===== config.mk =====
export PLATFORM = sky130hd
export DESIGN_NAME = cal_freqmeas
export DESIGN_NICKNAME = d
export VERILOG_FILES = /design/src/rtl/cal_freqmeas_pkg.sv /design/src/rtl/cal_freqmeas_sync_edge.sv /design/src/rtl/cal_freqmeas.sv
export SDC_FILE = /design/constraint.sdc
export NUM_CORES = 1
export LEC_CHECK = 0
export CAP_MARGIN = 20
export CORE_MARGIN = 2
export CORE_UTILIZATION = 58
export DETAILED_ROUTE_END_ITERATION = 12
export GPL_TIMING_DRIVEN = 0
export PLACE_DENSITY = 0.85
export SYNTH_ARGS = -nofsm -noshare
export SYNTH_HDL_FRONTEND = slang
export SYNTH_SLANG_ARGS = --single-unit

===== constraint.sdc =====
create_clock -name cal_clkin -period 2.8 [get_ports cal_clkin]
set_clock_uncertainty 0.2 [all_clocks]
set_input_delay 0.56 -clock cal_clkin [delete_from_list [all_inputs] [get_ports cal_clkin]]
set_output_delay 0.56 -clock cal_clkin [all_outputs]
set_load 0.02 [all_outputs]

===== src/rtl/cal_freqmeas_pkg.sv =====
// ---------------------------------------------------------------------------
// cal_pkg
// Shared definitions for the calibration-tone frequency measurement block:
// the measurement FSM state encoding, default sizing constants and a helper
// that turns the 4-bit period request into a period count (0 means 16).
// ---------------------------------------------------------------------------
package cal_pkg;

    typedef enum logic [1:0] {
        IDLE = 2'd0,
        ARM  = 2'd1,
        MEAS = 2'd2,
        DONE = 2'd3
    } cal_state_e;

    localparam int CAL_CNT_W_DEFAULT   = 16;
    localparam int CAL_TIMEOUT_DEFAULT = 65535;

    // A request of 0 periods is encoded as 16 so the full 4-bit range is usable.
    function automatic logic [4:0] cal_n_decode(input logic [3:0] periods);
        return (periods == 4'd0) ? 5'd16 : {1'b0, periods};
    endfunction

endpackage


===== src/rtl/cal_freqmeas_sync_edge.sv =====
// ---------------------------------------------------------------------------
// cal_sync_edge
// Brings the asynchronous calibration signal into the clk domain through a
// SYNC_STAGES-deep flop chain (2 or 3 stages), then one more flop so
// that a single-cycle rising-edge strobe can be formed.
//
// Ports:
//   clk        system clock
//   reset      synchronous, active-high reset (clears every flop)
//   async_sig  asynchronous input signal
//   rise       one-cycle strobe on each synchronised 0->1 transition
// ---------------------------------------------------------------------------
module cal_sync_edge #(
    parameter int SYNC_STAGES = 2
) (
    input  logic clk,
    input  logic reset,
    input  logic async_sig,
    output logic rise
);

    logic [SYNC_STAGES-1:0] sync_ff;
    logic                   sync_d;

    always_ff @(posedge clk) begin
        if (reset) begin
            sync_ff <= '0;
            sync_d  <= 1'b0;
        end else begin
            sync_ff <= {sync_ff[SYNC_STAGES-2:0], async_sig};
            sync_d  <= sync_ff[SYNC_STAGES-1];
        end
    end

    // Start and end edges of a measurement take the same path, so the
    // fixed latency cancels out of the period count.
    assign rise = sync_ff[SYNC_STAGES-1] & ~sync_d;

endmodule


===== src/rtl/cal_freqmeas.sv =====
// ---------------------------------------------------------------------------
// cal_freqmeas
// Measures the length of N periods of the returned calibration tone in
// system-clock cycles. After cal_start the block waits for a first rising
// edge, then counts clock cycles until N further rising edges have been
// seen. An inter-edge timeout flags a missing tone.
//
// Optional build macro: CAL_FREQMEAS_TOLCHECK_EN adds cal_expect/cal_tol
// inputs and a cal_mismatch result flag (|count - expect| > tol, overflow,
// or timeout).
//
// Ports:
//   cal_clkin    system clock
//   cal_reset    synchronous, active-high reset
//   cal_sig      asynchronous calibration signal
//   cal_start    start strobe, honoured in IDLE only
//   cal_abort    return to IDLE immediately, no result
//   cal_periods  number of periods N (0 = 16)
//   cal_count    measured cycles over N periods
//   cal_done     one-cycle pulse when results are updated
//   cal_busy     high while waiting for edges or measuring
//   cal_ovf      accumulator saturated
//   cal_tmo      edge timeout occurred
// ---------------------------------------------------------------------------
module cal_freqmeas
    import cal_pkg::*;
#(
    parameter int CNT_W       = CAL_CNT_W_DEFAULT,
    parameter int SYNC_STAGES = 2,
    parameter int TIMEOUT     = CAL_TIMEOUT_DEFAULT
) (
    input  logic             cal_clkin,
    input  logic             cal_reset,
    input  logic             cal_sig,
    input  logic             cal_start,
    input  logic             cal_abort,
    input  logic [3:0]       cal_periods,
    output logic [CNT_W-1:0] cal_count,
    output logic             cal_done,
    output logic             cal_busy,
    output logic             cal_ovf,
    output logic             cal_tmo
`ifdef CAL_FREQMEAS_TOLCHECK_EN
   ,input  logic [CNT_W-1:0] cal_expect,
    input  logic [7:0]       cal_tol,
    output logic             cal_mismatch
`endif
);

    localparam int TW = $clog2(TIMEOUT + 1);

    cal_state_e       state;
    logic [CNT_W-1:0] acc;
    logic             ovf_int;
    logic [4:0]       n_lat;
    logic [4:0]       edges_left;
    logic [TW-1:0]    tmo_cnt;
    logic             rise;
    logic             tmo_hit;

    cal_sync_edge #(
        .SYNC_STAGES (SYNC_STAGES)
    ) u_sync_edge (
        .clk       (cal_clkin),
        .reset     (cal_reset),
        .async_sig (cal_sig),
        .rise      (rise)
    );

    // The counter clears on each rise; this cycle would make it reach TIMEOUT.
    assign tmo_hit  = (tmo_cnt == TW'(TIMEOUT - 1));
    assign cal_busy = (state == ARM) || (state == MEAS);

`ifdef CAL_FREQMEAS_TOLCHECK_EN
    logic [CNT_W:0] diff;
    logic           mismatch_next;

    always_comb begin
        diff = '0;
        if (acc >= cal_expect)
            diff = {1'b0, acc} - {1'b0, cal_expect};
        else
            diff = {1'b0, cal_expect} - {1'b0, acc};
        // Widen both sides so any CNT_W compares safely against the 8-bit tolerance.
        mismatch_next = ovf_int ||
                        ({8'b0, diff} > {{(CNT_W+1){1'b0}}, cal_tol});
    end
`endif

    always_ff @(posedge cal_clkin) begin
        if (cal_reset) begin
            state      <= IDLE;
            acc        <= '0;
            ovf_int    <= 1'b0;
            n_lat      <= 5'd0;
            edges_left <= 5'd0;
            tmo_cnt    <= '0;
            cal_count  <= '0;
            cal_done   <= 1'b0;
            cal_ovf    <= 1'b0;
            cal_tmo    <= 1'b0;
`ifdef CAL_FREQMEAS_TOLCHECK_EN
            cal_mismatch <= 1'b0;
`endif
        end else if (cal_abort) begin
            // Abort drops the measurement; held results stay untouched.
            state    <= IDLE;
            cal_done <= 1'b0;
        end else begin
            cal_done <= 1'b0;
            case (state)
                IDLE: begin
                    if (cal_start) begin
                        n_lat   <= cal_n_decode(cal_periods);
                        acc     <= '0;
                        tmo_cnt <= '0;
                        ovf_int <= 1'b0;
                        state   <= ARM;
                    end
                end

                ARM: begin
                    if (rise) begin
                        acc        <= CNT_W'(1);
                        edges_left <= n_lat;
                        tmo_cnt    <= '0;
                        state      <= MEAS;
                    end else if (tmo_hit) begin
                        cal_count <= '0;
                        cal_ovf   <= 1'b0;
                        cal_tmo   <= 1'b1;
                        cal_done  <= 1'b1;
`ifdef CAL_FREQMEAS_TOLCHECK_EN
                        cal_mismatch <= 1'b1;
`endif
                        state     <= IDLE;
                    end else begin
                        tmo_cnt <= tmo_cnt + 1'b1;
                    end
                end

                MEAS: begin
                    if (rise) begin
                        tmo_cnt <= '0;
                        if (edges_left == 5'd1) begin
                            // Terminating edge cycle is not counted, so acc
                            // already equals N periods; publish it now so the
                            // done pulse lands in the DONE cycle.
                            cal_count <= acc;
                            cal_ovf   <= ovf_int;
                            cal_tmo   <= 1'b0;
                            cal_done  <= 1'b1;
`ifdef CAL_FREQMEAS_TOLCHECK_EN
                            cal_mismatch <= mismatch_next;
`endif
                            state     <= DONE;
                        end else begin
                            edges_left <= edges_left - 5'd1;
                            if (acc == '1) ovf_int <= 1'b1;
                            else           acc     <= acc + 1'b1;
                        end
                    end else if (tmo_hit) begin
                        cal_count <= '0;
                        cal_ovf   <= 1'b0;
                        cal_tmo   <= 1'b1;
                        cal_done  <= 1'b1;
`ifdef CAL_FREQMEAS_TOLCHECK_EN
                        cal_mismatch <= 1'b1;
`endif
                        state     <= IDLE;
                    end else begin
                        tmo_cnt <= tmo_cnt + 1'b1;
                        if (acc == '1) ovf_int <= 1'b1;
                        else           acc     <= acc + 1'b1;
                    end
                end

                DONE: begin
                    state <= IDLE;
                end

                default: state <= IDLE;
            endcase
        end
    end

endmodule


==> results of run 1 <==
power breakdown:
| part | total, W | switching, W | internal (W) |
|---|---|---|---|
| registers | 0.000966 | 0.00000589 | 0.000960 |
| clock network | 0.000830 | 0.000357 | 0.000473 |
| logic | 0.000139 | 0.0000914 | 0.0000477 |
critical path, cell delays in order, from the launching register on:
cell and delay, ps:
sky130_fd_sc_hd__dfxtp_1 410, sky130_fd_sc_hd__inv_1 90, sky130_fd_sc_hd__ha_1 450, sky130_fd_sc_hd__clkdlybuf4s50_1 660
worst paths after layout:
path | end | slack (ps) | from | cells after the start
worst max-delay path | cal_busy | 90 | state[1]$_SDFFE_PP0P_ | 3
worst min-delay path | u_sync_edge.sync_ff[1]$_SDFF_PP0_ | 240 | u_sync_edge.sync_ff[0]$_SDFF_PP0_ | 1
worst max register to register | acc[13]$_SDFFE_PP0P_ | 110 | state[1]$_SDFFE_PP0P_ | 8
worst min register to register | u_sync_edge.sync_ff[1]$_SDFF_PP0_ | 240 | u_sync_edge.sync_ff[0]$_SDFF_PP0_ | 1
what timing repair did:
item,4_1_cts,5_1_grt
resized for setup,0,6
setup endpoints to repair,0,13
buffers inserted,0,0
final cells by class:
class,instances,area (um^2)
buffer,27,168.9
fill,483,1757
multi-input combinational,332,2113
sequential,67,1343
tap,75,93.84
clock buffer,12,165.2
inverter,12,45.04
clock inverter,2,35.03
timing repair buffer,27,270.3
sequential cells by signal, indices dropped and copies added (netlist names):
register	cells
cal_done	1
edges_left	5
state	2
acc	16
tmo_cnt	16
u_sync_edge.sync_ff	2
u_sync_edge.sync_d	1
cal_tmo	1
ovf_int	1
cal_count	16
cal_ovf	1
n_lat	5
cell usage after synthesis, drive strengths merged (3+ instances only):
| cell | n |
|---|---|
| dfxtp | 67 |
| nand2 | 62 |
| a21oi | 46 |
| nor2 | 37 |
| o21ai | 18 |
| buf | 16 |
| or4 | 13 |
| clkbuf | 12 |
| inv | 12 |
| nand3 | 12 |
| o31ai | 12 |
| ha | 9 |
| nand4 | 9 |
| nor2b | 9 |
| a31oi | 8 |
| nor3 | 8 |
| nor4 | 8 |
| or3 | 8 |
| o311ai | 7 |
| o41ai | 7 |
| and3 | 6 |
| mux2i | 6 |
| nand3b | 5 |
| a211oi | 4 |
| nand2b | 4 |
| nand4b | 3 |
| or4b | 3 |
stage by stage:
| step | area [um^2] | total power, W |
|---|---|---|
| finish | 4234 | 0.001935 |
| detailed placement | 4018 | 0.001120 |
| CTS | 4218 | 0.001936 |
| global placement | 4018 | 0.001118 |
| global route | 4234 | 0.001997 |
| floorplan | 3654 | 0.001076 |
kinds of logic after synthesis:
kind of cell / Yosys count
buf+inv: 40
simple gates: 192
compound gates: 122
mux: 7
xor+xnor: 2
fa+ha+maj: 9
flops: 67
metal layers:
metal	routed length, um	up-vias	share of wire [%]
met3	521	36	5.9
met1	3818	1626	43
met5	0	-	0
li1	-	1702	-
met2	4302	161	48
met4	255	0	2.9
==> impl_results.md, run 1 <==
* Result of the run: completed
* Root Buffer Master: sky130_fd_sc_hd__clkbuf_8
* Synth top area share at about 37%
* Number of distinct library cells after synthesis at 64
* Core region area at about 6000 um^2
* Number of synthesized flops with an enable pin at 0
* Synthesized net count at approximately 460
* Global route overflow at 0
* Final core utilization at a little over two thirds
* Clock latency at the later pin of the worst-skew pair at approximately 350 ps
* Placer congestion estimate at 0.9460
* Die Width at 83.37 um
* Number of endpoints with negative hold slack in the final report at 0
* IO Pins at 29
* Area of the die at 6950 um^2
* Ys async rst share at 0%
* Max Buffers Root-to-Sink at 2
* Initial core utilization at 60.99%
* Largest net degree at the start of global routing at 11
* Met1 usage at roughly a third
* TritonCTS clock tree: yes
* Main combinational cell family by area after synthesis: simple AND/OR/NAND/NOR gates
* Drt initial violations at roughly 260
* Synthesis Warnings at 0
* Setup Slack @ Placement at -125.5 ps
* Synth area leaders: sky130_fd_sc_hd__dfxtp_1, sky130_fd_sc_hd__nand2_1, sky130_fd_sc_hd__a21oi_1
* Clock slew at reported path FFs at roughly 70 ps
* Die Y-Extent at approximately 83 um
* Row count at 28
* Post-synth top area cell: sky130_fd_sc_hd__dfxtp_1
* Hold buffer count at cts at 0
* Most crowded layer after global routing: met2
* Post-synthesis instance total at around 440
* Number of nets in the finished design at between 400 and 500
* CP startpoint kind: register
* Worst Path Required at slightly above 2000 ps
* Detailed-route DRC error count at 0
* Non-filler instance count after layout at between 500 and 600
* M3 GR Usage at 5.268%
* DRT antenna net count at 0
* Tightest Pin Transition at approximately 610 ps
* Synthesis-stage register bit count at 67
* Most instantiated flip-flop cell in the synthesis netlist: sky130_fd_sc_hd__dfxtp_1
* Arrival time of data at the critical path endpoint at between 1500 and 2000 ps
* Min Tclk post-route at 2705 ps
* Ant diodes at 0
* Final critical-path share of the clock period at 96.61%
* Startpoint-to-endpoint class of the critical path: reg -> out
* Peak supply drop at approximately 0.00032 V
* CTS buffer count at 9
* Max-slew violations at 0
* Highest-count cells in the layout ignoring fill and taps: sky130_fd_sc_hd__dfxtp_1, sky130_fd_sc_hd__nand2_1, sky130_fd_sc_hd__nor2_1
* Post-synthesis simple-gate area fraction at between 20 and 30%
* Max Clock Freq at ~370 MHz
* Total negative slack for setup checks at 0 ps
* Power Dens Cells at around 460 nW/um^2
* Fraction of the mapped netlist area in adder cells at under 10%
* Global Route met2 Usage at between 40% and 50%
* Area Overhead vs Synth at 15.89%
* Post-synthesis share of cell area spent on xor and xnor gates at less than 1%
* Initial antenna violation count at 0
* Setup repair after global routing missed its margin: no
* Routed len/inst at roughly 16 um
* Compound-gate portion of the synthesized area at around 23%
* Total detailed-routing wirelength at around 8900 um
* Maximum capacitance violations at 0
* Post-route worst setup slack at 94.85 ps
* Number of H-tree branching levels at 3
* Avg Synthesized Cell Area at about 8.3 um^2
* Worst slew margin relative to its limit at between 50% and 60%
* CP endpoint kind: output port
* # clock sinks at 67
* Worst-path fanout max at 8
* Buffers added on ports at 27
* Endpoints failing setup at 0
* Final hold slack at 244.3 ps
* DPL Wire Length at 6193 um
* Post-synthesis sequential area ratio at a little under two fifths
* Commonest non-fill, non-tap cell in the layout: sky130_fd_sc_hd__dfxtp_1
* Overall global routing resource usage at roughly a quarter
* Number of global-route vias before repair at 3265
* Share of layout cells above drive strength 1 at 12.53%
* Leakage dissipation at 1.462 nW
* Mux share of post-synthesis cell area at under 10%
* Class of the tightest hold or removal check: reg -> reg
* Detailed-router iteration count before antenna repair at 5
* Netlist Area Pre-Place at 3654 um^2
* Number of vias in the routed layout at ~3500
* Avg Vias per Cell at 6.363
* Cell count after placement at 541
* Global-route wire length before repair at between 15000 and 20000 um
Power figures use the tool's default switching activity.
==> run 2, diff against run 1 <==
==> constraint.sdc (replaced) <==
create_clock -name cal_clkin -period 3 [get_ports cal_clkin]
set_clock_uncertainty 0.2 [all_clocks]
set_input_delay 0.6 -clock cal_clkin [delete_from_list [all_inputs] [get_ports cal_clkin]]
set_output_delay 0.6 -clock cal_clkin [all_outputs]
set_load 0.02 [all_outputs]
==> impl_results.md, run 2 (synthesized netlist as in run 1, its figures left out) <==
* Avg Vias per Cell at 6.389
* Final core utilization at between 70% and 80%
* Reg2reg setup slack at approximately 190 ps
* DPL Wire Length at just over 6000 um
* Row count at 28
* Arrival time of data at the critical path endpoint at ~2000 ps
* Standard cell with the maximum stage delay on the critical path: sky130_fd_sc_hd__clkdlybuf4s50_1
* CP startpoint kind: register
* Setup Slack @ Placement at approximately 35 ps
* Power Dens Cells at around 430 nW/um^2
* Final critical-path share of the clock period at 93.54%
* Initial antenna violation count at 0
* Leakage dissipation at 1.433 nW
* Crit-path cells: inv_1 -> ha_1 -> clkdlybuf4s50_1
* Tightest Pin Transition at 606.1 ps
* Result of the run: completed
* Detailed-route DRC error count at 0
* Number of H-tree branching levels at 3
* Min Tclk post-route at roughly 2800 ps
* Worst Setup EP: cal_busy
* Filler cell count at about 490
* TritonCTS clock tree: yes
* Total detailed-routing wirelength at approximately 9000 um
* Ant diodes at 0
* Reg2reg start: state[0]$_SDFFE_PP0P_
* Maximum capacitance violations at 0
* # Post-CTS Setup Buffers at 0
* Max-slew violations at 0
* Setup repair after global routing missed its margin: no
* Post-route worst setup slack at 193.9 ps
* Largest net degree at the start of global routing at 11
* Reg2Reg Capture Point: acc[6]$_SDFFE_PP0P_
* Root Buffer Master: sky130_fd_sc_hd__clkbuf_8
* Core region area at 5991 um^2
* Die Y-Extent at around 83 um
* Highest-count cells in the layout ignoring fill and taps: sky130_fd_sc_hd__dfxtp_1, sky130_fd_sc_hd__nand2_1, sky130_fd_sc_hd__nor2_1
* CP endpoint kind: output port
* Commonest non-fill, non-tap cell in the layout: sky130_fd_sc_hd__dfxtp_1
* Instance count on the critical path at 3
* Delay contributed by the slowest stage of the critical path at approximately 660 ps
* IO Pins at 29
* Worst Path Required at between 2000 and 2500 ps
* Global route overflow at 0
* DRT antenna net count at 0
* Drt initial violations at between 200 and 300
* Area of the die at 6950 um^2
* Crit path from: state[0]$_SDFFE_PP0P_
* Buffers added on ports at 27
* Die Width at 83.37 um
* Clock slew at reported path FFs at about 70 ps
* Total negative slack for setup checks at 0 ps
* CTS buffer count at 9
* Number of global-route vias before repair at between 3000 and 4000
* Crit path max-delay family: buffers and inverters
* Number of vias in the routed layout at roughly 3500
* Endpoints failing setup at 0
* # clock sinks at 67
* Class of the tightest hold or removal check: reg -> reg
* Global-route wire length before repair at approximately 15000 um
* Number of cells upsized or downsized after cts at 0
* Startpoint-to-endpoint class of the critical path: reg -> out
* Worst slew margin relative to its limit at 59.29%
* Routed len/inst at 16.18 um
* Detailed-router iteration count before antenna repair at 7
* Max Clock Freq at 356.4 MHz
* Hold buffer count at cts at 0
* Worst-path fanout max at 8
* Max Buffers Root-to-Sink at 2
* Clock latency at the later pin of the worst-skew pair at 350 ps
* Peak supply drop at approximately 0.00030 V
* Area Overhead vs Synth at 15.45%
* Cells on worst reg2reg path at 8
* Placer congestion estimate at about 0.95
* Share of layout cells above drive strength 1 at roughly 12%
* Largest registers: acc x16, cal_count x16, tmo_cnt x16
* Total buffers and inverters traversed by the critical path at 2
* Number of nets in the finished design at roughly 500
* Overall global routing resource usage at a little over a quarter
* Initial core utilization at roughly three fifths
* Number of endpoints with negative hold slack in the final report at 0
run 2: cell types whose count changed in the layout (fill, tap and decap cells not counted), sizes merged:
cell,before,now
clkbuf,23,24
run 2: through the flow:
stage	cells	hold slack [ps]	power, W	instance area, um^2
after floorplan	439	213.8	0.001004	3654
final	555	244.0	0.001806	4218
after detailed placement	541	231.3	0.001046	4018
after CTS	555	247.7	0.001807	4218
after global placement	541	216.6	0.001043	4018
after global routing	555	267.7	0.001862	4218
run 2: area by class of cell:
cell class | instances | area (um^2) | share of cell area, %
multi-input cells | 332 | 2096 | 49.69
well taps | 75 | 93.84 | 2.225
plain buffers | 28 | 171.4 | 4.064
clock buffers | 12 | 165.2 | 3.916
inverters | 12 | 45.04 | 1.068
repair buffers | 27 | 270.3 | 6.408
clock inverters | 2 | 35.03 | 0.8306
flip-flops and latches | 67 | 1341 | 31.80
run 2: worst min-delay path by stage:
stage | startpoint | to | slack (ps) | cells after the start
finish | u_sync_edge.sync_ff[0]$_SDFF_PP0_ | u_sync_edge.sync_ff[1]$_SDFF_PP0_ | 240 | 1
CTS | u_sync_edge.sync_ff[0]$_SDFF_PP0_ | u_sync_edge.sync_ff[1]$_SDFF_PP0_ | 250 | 1
global placement | u_sync_edge.sync_ff[0]$_SDFF_PP0_ | u_sync_edge.sync_ff[1]$_SDFF_PP0_ | 220 | 1
global route | u_sync_edge.sync_ff[0]$_SDFF_PP0_ | u_sync_edge.sync_ff[1]$_SDFF_PP0_ | 270 | 1
floorplan | u_sync_edge.sync_ff[0]$_SDFF_PP0_ | u_sync_edge.sync_ff[1]$_SDFF_PP0_ | 210 | 1
detailed placement | u_sync_edge.sync_ff[0]$_SDFF_PP0_ | u_sync_edge.sync_ff[1]$_SDFF_PP0_ | 230 | 1
run 2: worst reg2reg max path: cells and delay by family, from the launching register on:
family,cells,cell delay (ps)
DFF,1,420
AOI/OAI and AO/OA,3,1050
and+or+nand+nor,2,430
buffers and inverters,2,280
adders and majority gates,1,270
run 2: power by group:
part           total, W  switching (W)  leakage, nW  internal [W]
combinational  0.000128      0.0000843        0.788     0.0000437
sequential     0.000901     0.00000559        0.541      0.000896
clock          0.000776       0.000335        0.104      0.000441
total           0.00181       0.000425         1.43       0.00138
run 2: metal layers:
layer	track usage, %	vias up	part of all wire, %
met4	12.97	0	1.7
met3	5.268	20	6.5
li1	-	1704	-
met1	32.35	1659	43
met2	43.84	163	49
met5	0	-	0
==> run 3, diff against run 2 <==
--- a/config.mk
+++ b/config.mk
@@ -7,10 +7,11 @@
 export LEC_CHECK = 0
 export CAP_MARGIN = 20
 export CORE_MARGIN = 2
-export CORE_UTILIZATION = 58
+export CORE_UTILIZATION = 60
+export CTS_BUF_LIST = sky130_fd_sc_hd__clkbuf_8
 export DETAILED_ROUTE_END_ITERATION = 12
 export GPL_TIMING_DRIVEN = 0
-export PLACE_DENSITY = 0.85
+export PLACE_DENSITY = 0.88
 export SYNTH_ARGS = -nofsm -noshare
 export SYNTH_HDL_FRONTEND = slang
 export SYNTH_SLANG_ARGS = --single-unit
==> impl_results.md, run 3 (synthesized netlist as in run 1, its figures left out) <==
* Result of the run: completed
* Overall global routing resource usage at approximately 28%
* TritonCTS clock tree: yes
* Share of layout cells above drive strength 1 at around 12%
* Commonest non-fill, non-tap cell in the layout: sky130_fd_sc_hd__dfxtp_1
* Worst Path Required at 2200 ps
* Number of H-tree branching levels at 3
* # clock sinks at 67
* Initial core utilization at 62.07%
* Die Y-Extent at ~82 um
* Max-slew violations at 0
* # Post-CTS Setup Buffers at 0
* Number of vias in the routed layout at ~3500
* Maximum capacitance violations at 0
* Delay contributed by the slowest stage of the critical path at 680 ps
* Routed len/inst at roughly 16 um
* Fin area at roughly 4300 um^2
* Largest net degree at the start of global routing at 14
* Final critical-path share of the clock period at 91.11%
* Worst slew margin relative to its limit at between 50% and 60%
* Min Tclk post-route at between 2000 and 3000 ps
* Number of global-route vias before repair at around 3200
* Crit-path cells: inv_1 -> ha_1 -> clkdlybuf4s50_1
* CP endpoint kind: output port
* Highest-count cells in the layout ignoring fill and taps: sky130_fd_sc_hd__dfxtp_1, sky130_fd_sc_hd__nand2_1, sky130_fd_sc_hd__nor2_1
* Ant diodes at 0
* Drt initial violations at 274
* IO Pins at 29
* Largest registers: acc x16, cal_count x16, tmo_cnt x16
* Core region area at around 5900 um^2
* CP startpoint kind: register
* Detailed-route DRC error count at 0
* Initial antenna violation count at 0
* Placed standard-cell area at approximately 4000 um^2
* Area taken by multi-input logic gates at between 2000 and 2500 um^2
* Arrival time of data at the critical path endpoint at between 1500 and 2000 ps
* DRT antenna net count at 0
* Placer congestion estimate at a little over 0.9
* Storage element area at 1341 um^2
* Endpoints failing setup at 0
* Area Overhead vs Synth at 16.34%
* Total negative slack for setup checks at 0 ps
* Post-route worst setup slack at 266.7 ps
* Detailed-router iteration count before antenna repair at 5
* DPL Wire Length at 6204 um
* CTS buffer count at 9
* Filler cell count at 451
* Global-route wire length before repair at about 14000 um
* Standard cell with the maximum stage delay on the critical path: sky130_fd_sc_hd__clkdlybuf4s50_1
* Peak supply drop at ~0.0004 V
* Total power at ~0.0019 W
* Area of the die at approximately 6700 um^2
* Hold buffer count at cts at 0
* Die Width at just over 80 um
* Startpoint-to-endpoint class of the critical path: reg -> out
* Final core utilization at between 70% and 80%
* Number of cells upsized or downsized after cts at 0
* Clock latency at the later pin of the worst-skew pair at roughly 350 ps
* Avg Vias per Cell at 6.289
* Worst-path fanout max at 8
* Power Dens Cells at between 400 and 500 nW/um^2
* Class of the tightest hold or removal check: reg -> reg
* Number of nets in the finished design at approximately 500
* Row count at 28
* Clock slew at reported path FFs at 80 ps
* Setup Slack @ Placement at ~32 ps
* Root Buffer Master: sky130_fd_sc_hd__clkbuf_8
* Total buffers and inverters traversed by the critical path at 2
* Max Clock Freq at 365.9 MHz
* Total detailed-routing wirelength at just under 9000 um
* Buffers added on ports at 27
* Global route overflow at 0
* Setup repair after global routing missed its margin: no
* Tightest Pin Transition at 603.5 ps
* Crit path max-delay family: buffers and inverters
* Max Buffers Root-to-Sink at 2
* Leakage dissipation at 1.447 nW
* Number of endpoints with negative hold slack in the final report at 0
==> run 3: through the flow <==
stage                     instances  hold WS, ps
after floorplan                 439        213.8
after CTS                       557        236.2
after global placement          541        220.5
final                           557        235.6
after global routing            557        267.3
after detailed placement        541        222.0
==> run 3: layer usage <==
layer | global-route usage (%) | up-vias | part of all wire (%) | wire length [um]
li1 | - | 1698 | - | -
met1 | 32.70 | 1617 | 42 | 3654
met2 | 46.26 | 164 | 49 | 4247
met3 | 6.374 | 24 | 7.0 | 612
met4 | 14.83 | 0 | 2.5 | 222
met5 | 0 | - | 0 | 0
==> run 3: power by group <==
group	internal (W)	switching, W	leakage, nW
registers	0.000895	0.00000468	0.541
logic	0.0000437	0.0000837	0.788
clock network	0.000501	0.000371	0.118
total	0.00144	0.000460	1.45
==> run 3: path summary, 6_finish.rpt <==
| check | startpoint | endpoint | slack [ps] | depth (start not counted) |
|---|---|---|---|---|
| worst max-delay path | state[0]$_SDFFE_PP0P_ | cal_busy | 270 | 3 |
| worst max register to register | state[0]$_SDFFE_PP0P_ | acc[13]$_SDFFE_PP0P_ | 280 | 8 |
| worst min-delay path | u_sync_edge.sync_ff[0]$_SDFF_PP0_ | u_sync_edge.sync_ff[1]$_SDFF_PP0_ | 240 | 1 |
| worst min register to register | u_sync_edge.sync_ff[0]$_SDFF_PP0_ | u_sync_edge.sync_ff[1]$_SDFF_PP0_ | 240 | 1 |
==> run 3: area by class of cell <==
type                    instances  area share, %
plain buffers                  28          4.033
clock buffers                  10          3.238
clock inverters                 6          2.237
inverters                      12          1.060
multi-input cells             332          49.31
flip-flops and latches         67          31.56
well taps                      75          2.208
repair buffers                 27          6.359
==> run 3: worst register-to-register path, cell delays in order (launching register included) <==
cell and delay (ps):
sky130_fd_sc_hd__dfxtp_1 380, sky130_fd_sc_hd__inv_1 90, sky130_fd_sc_hd__ha_1 420, sky130_fd_sc_hd__nand2_1 270
sky130_fd_sc_hd__clkbuf_1 390, sky130_fd_sc_hd__clkbuf_1 440, sky130_fd_sc_hd__nor2_1 110, sky130_fd_sc_hd__o31ai_1 220
sky130_fd_sc_hd__a21oi_1 90
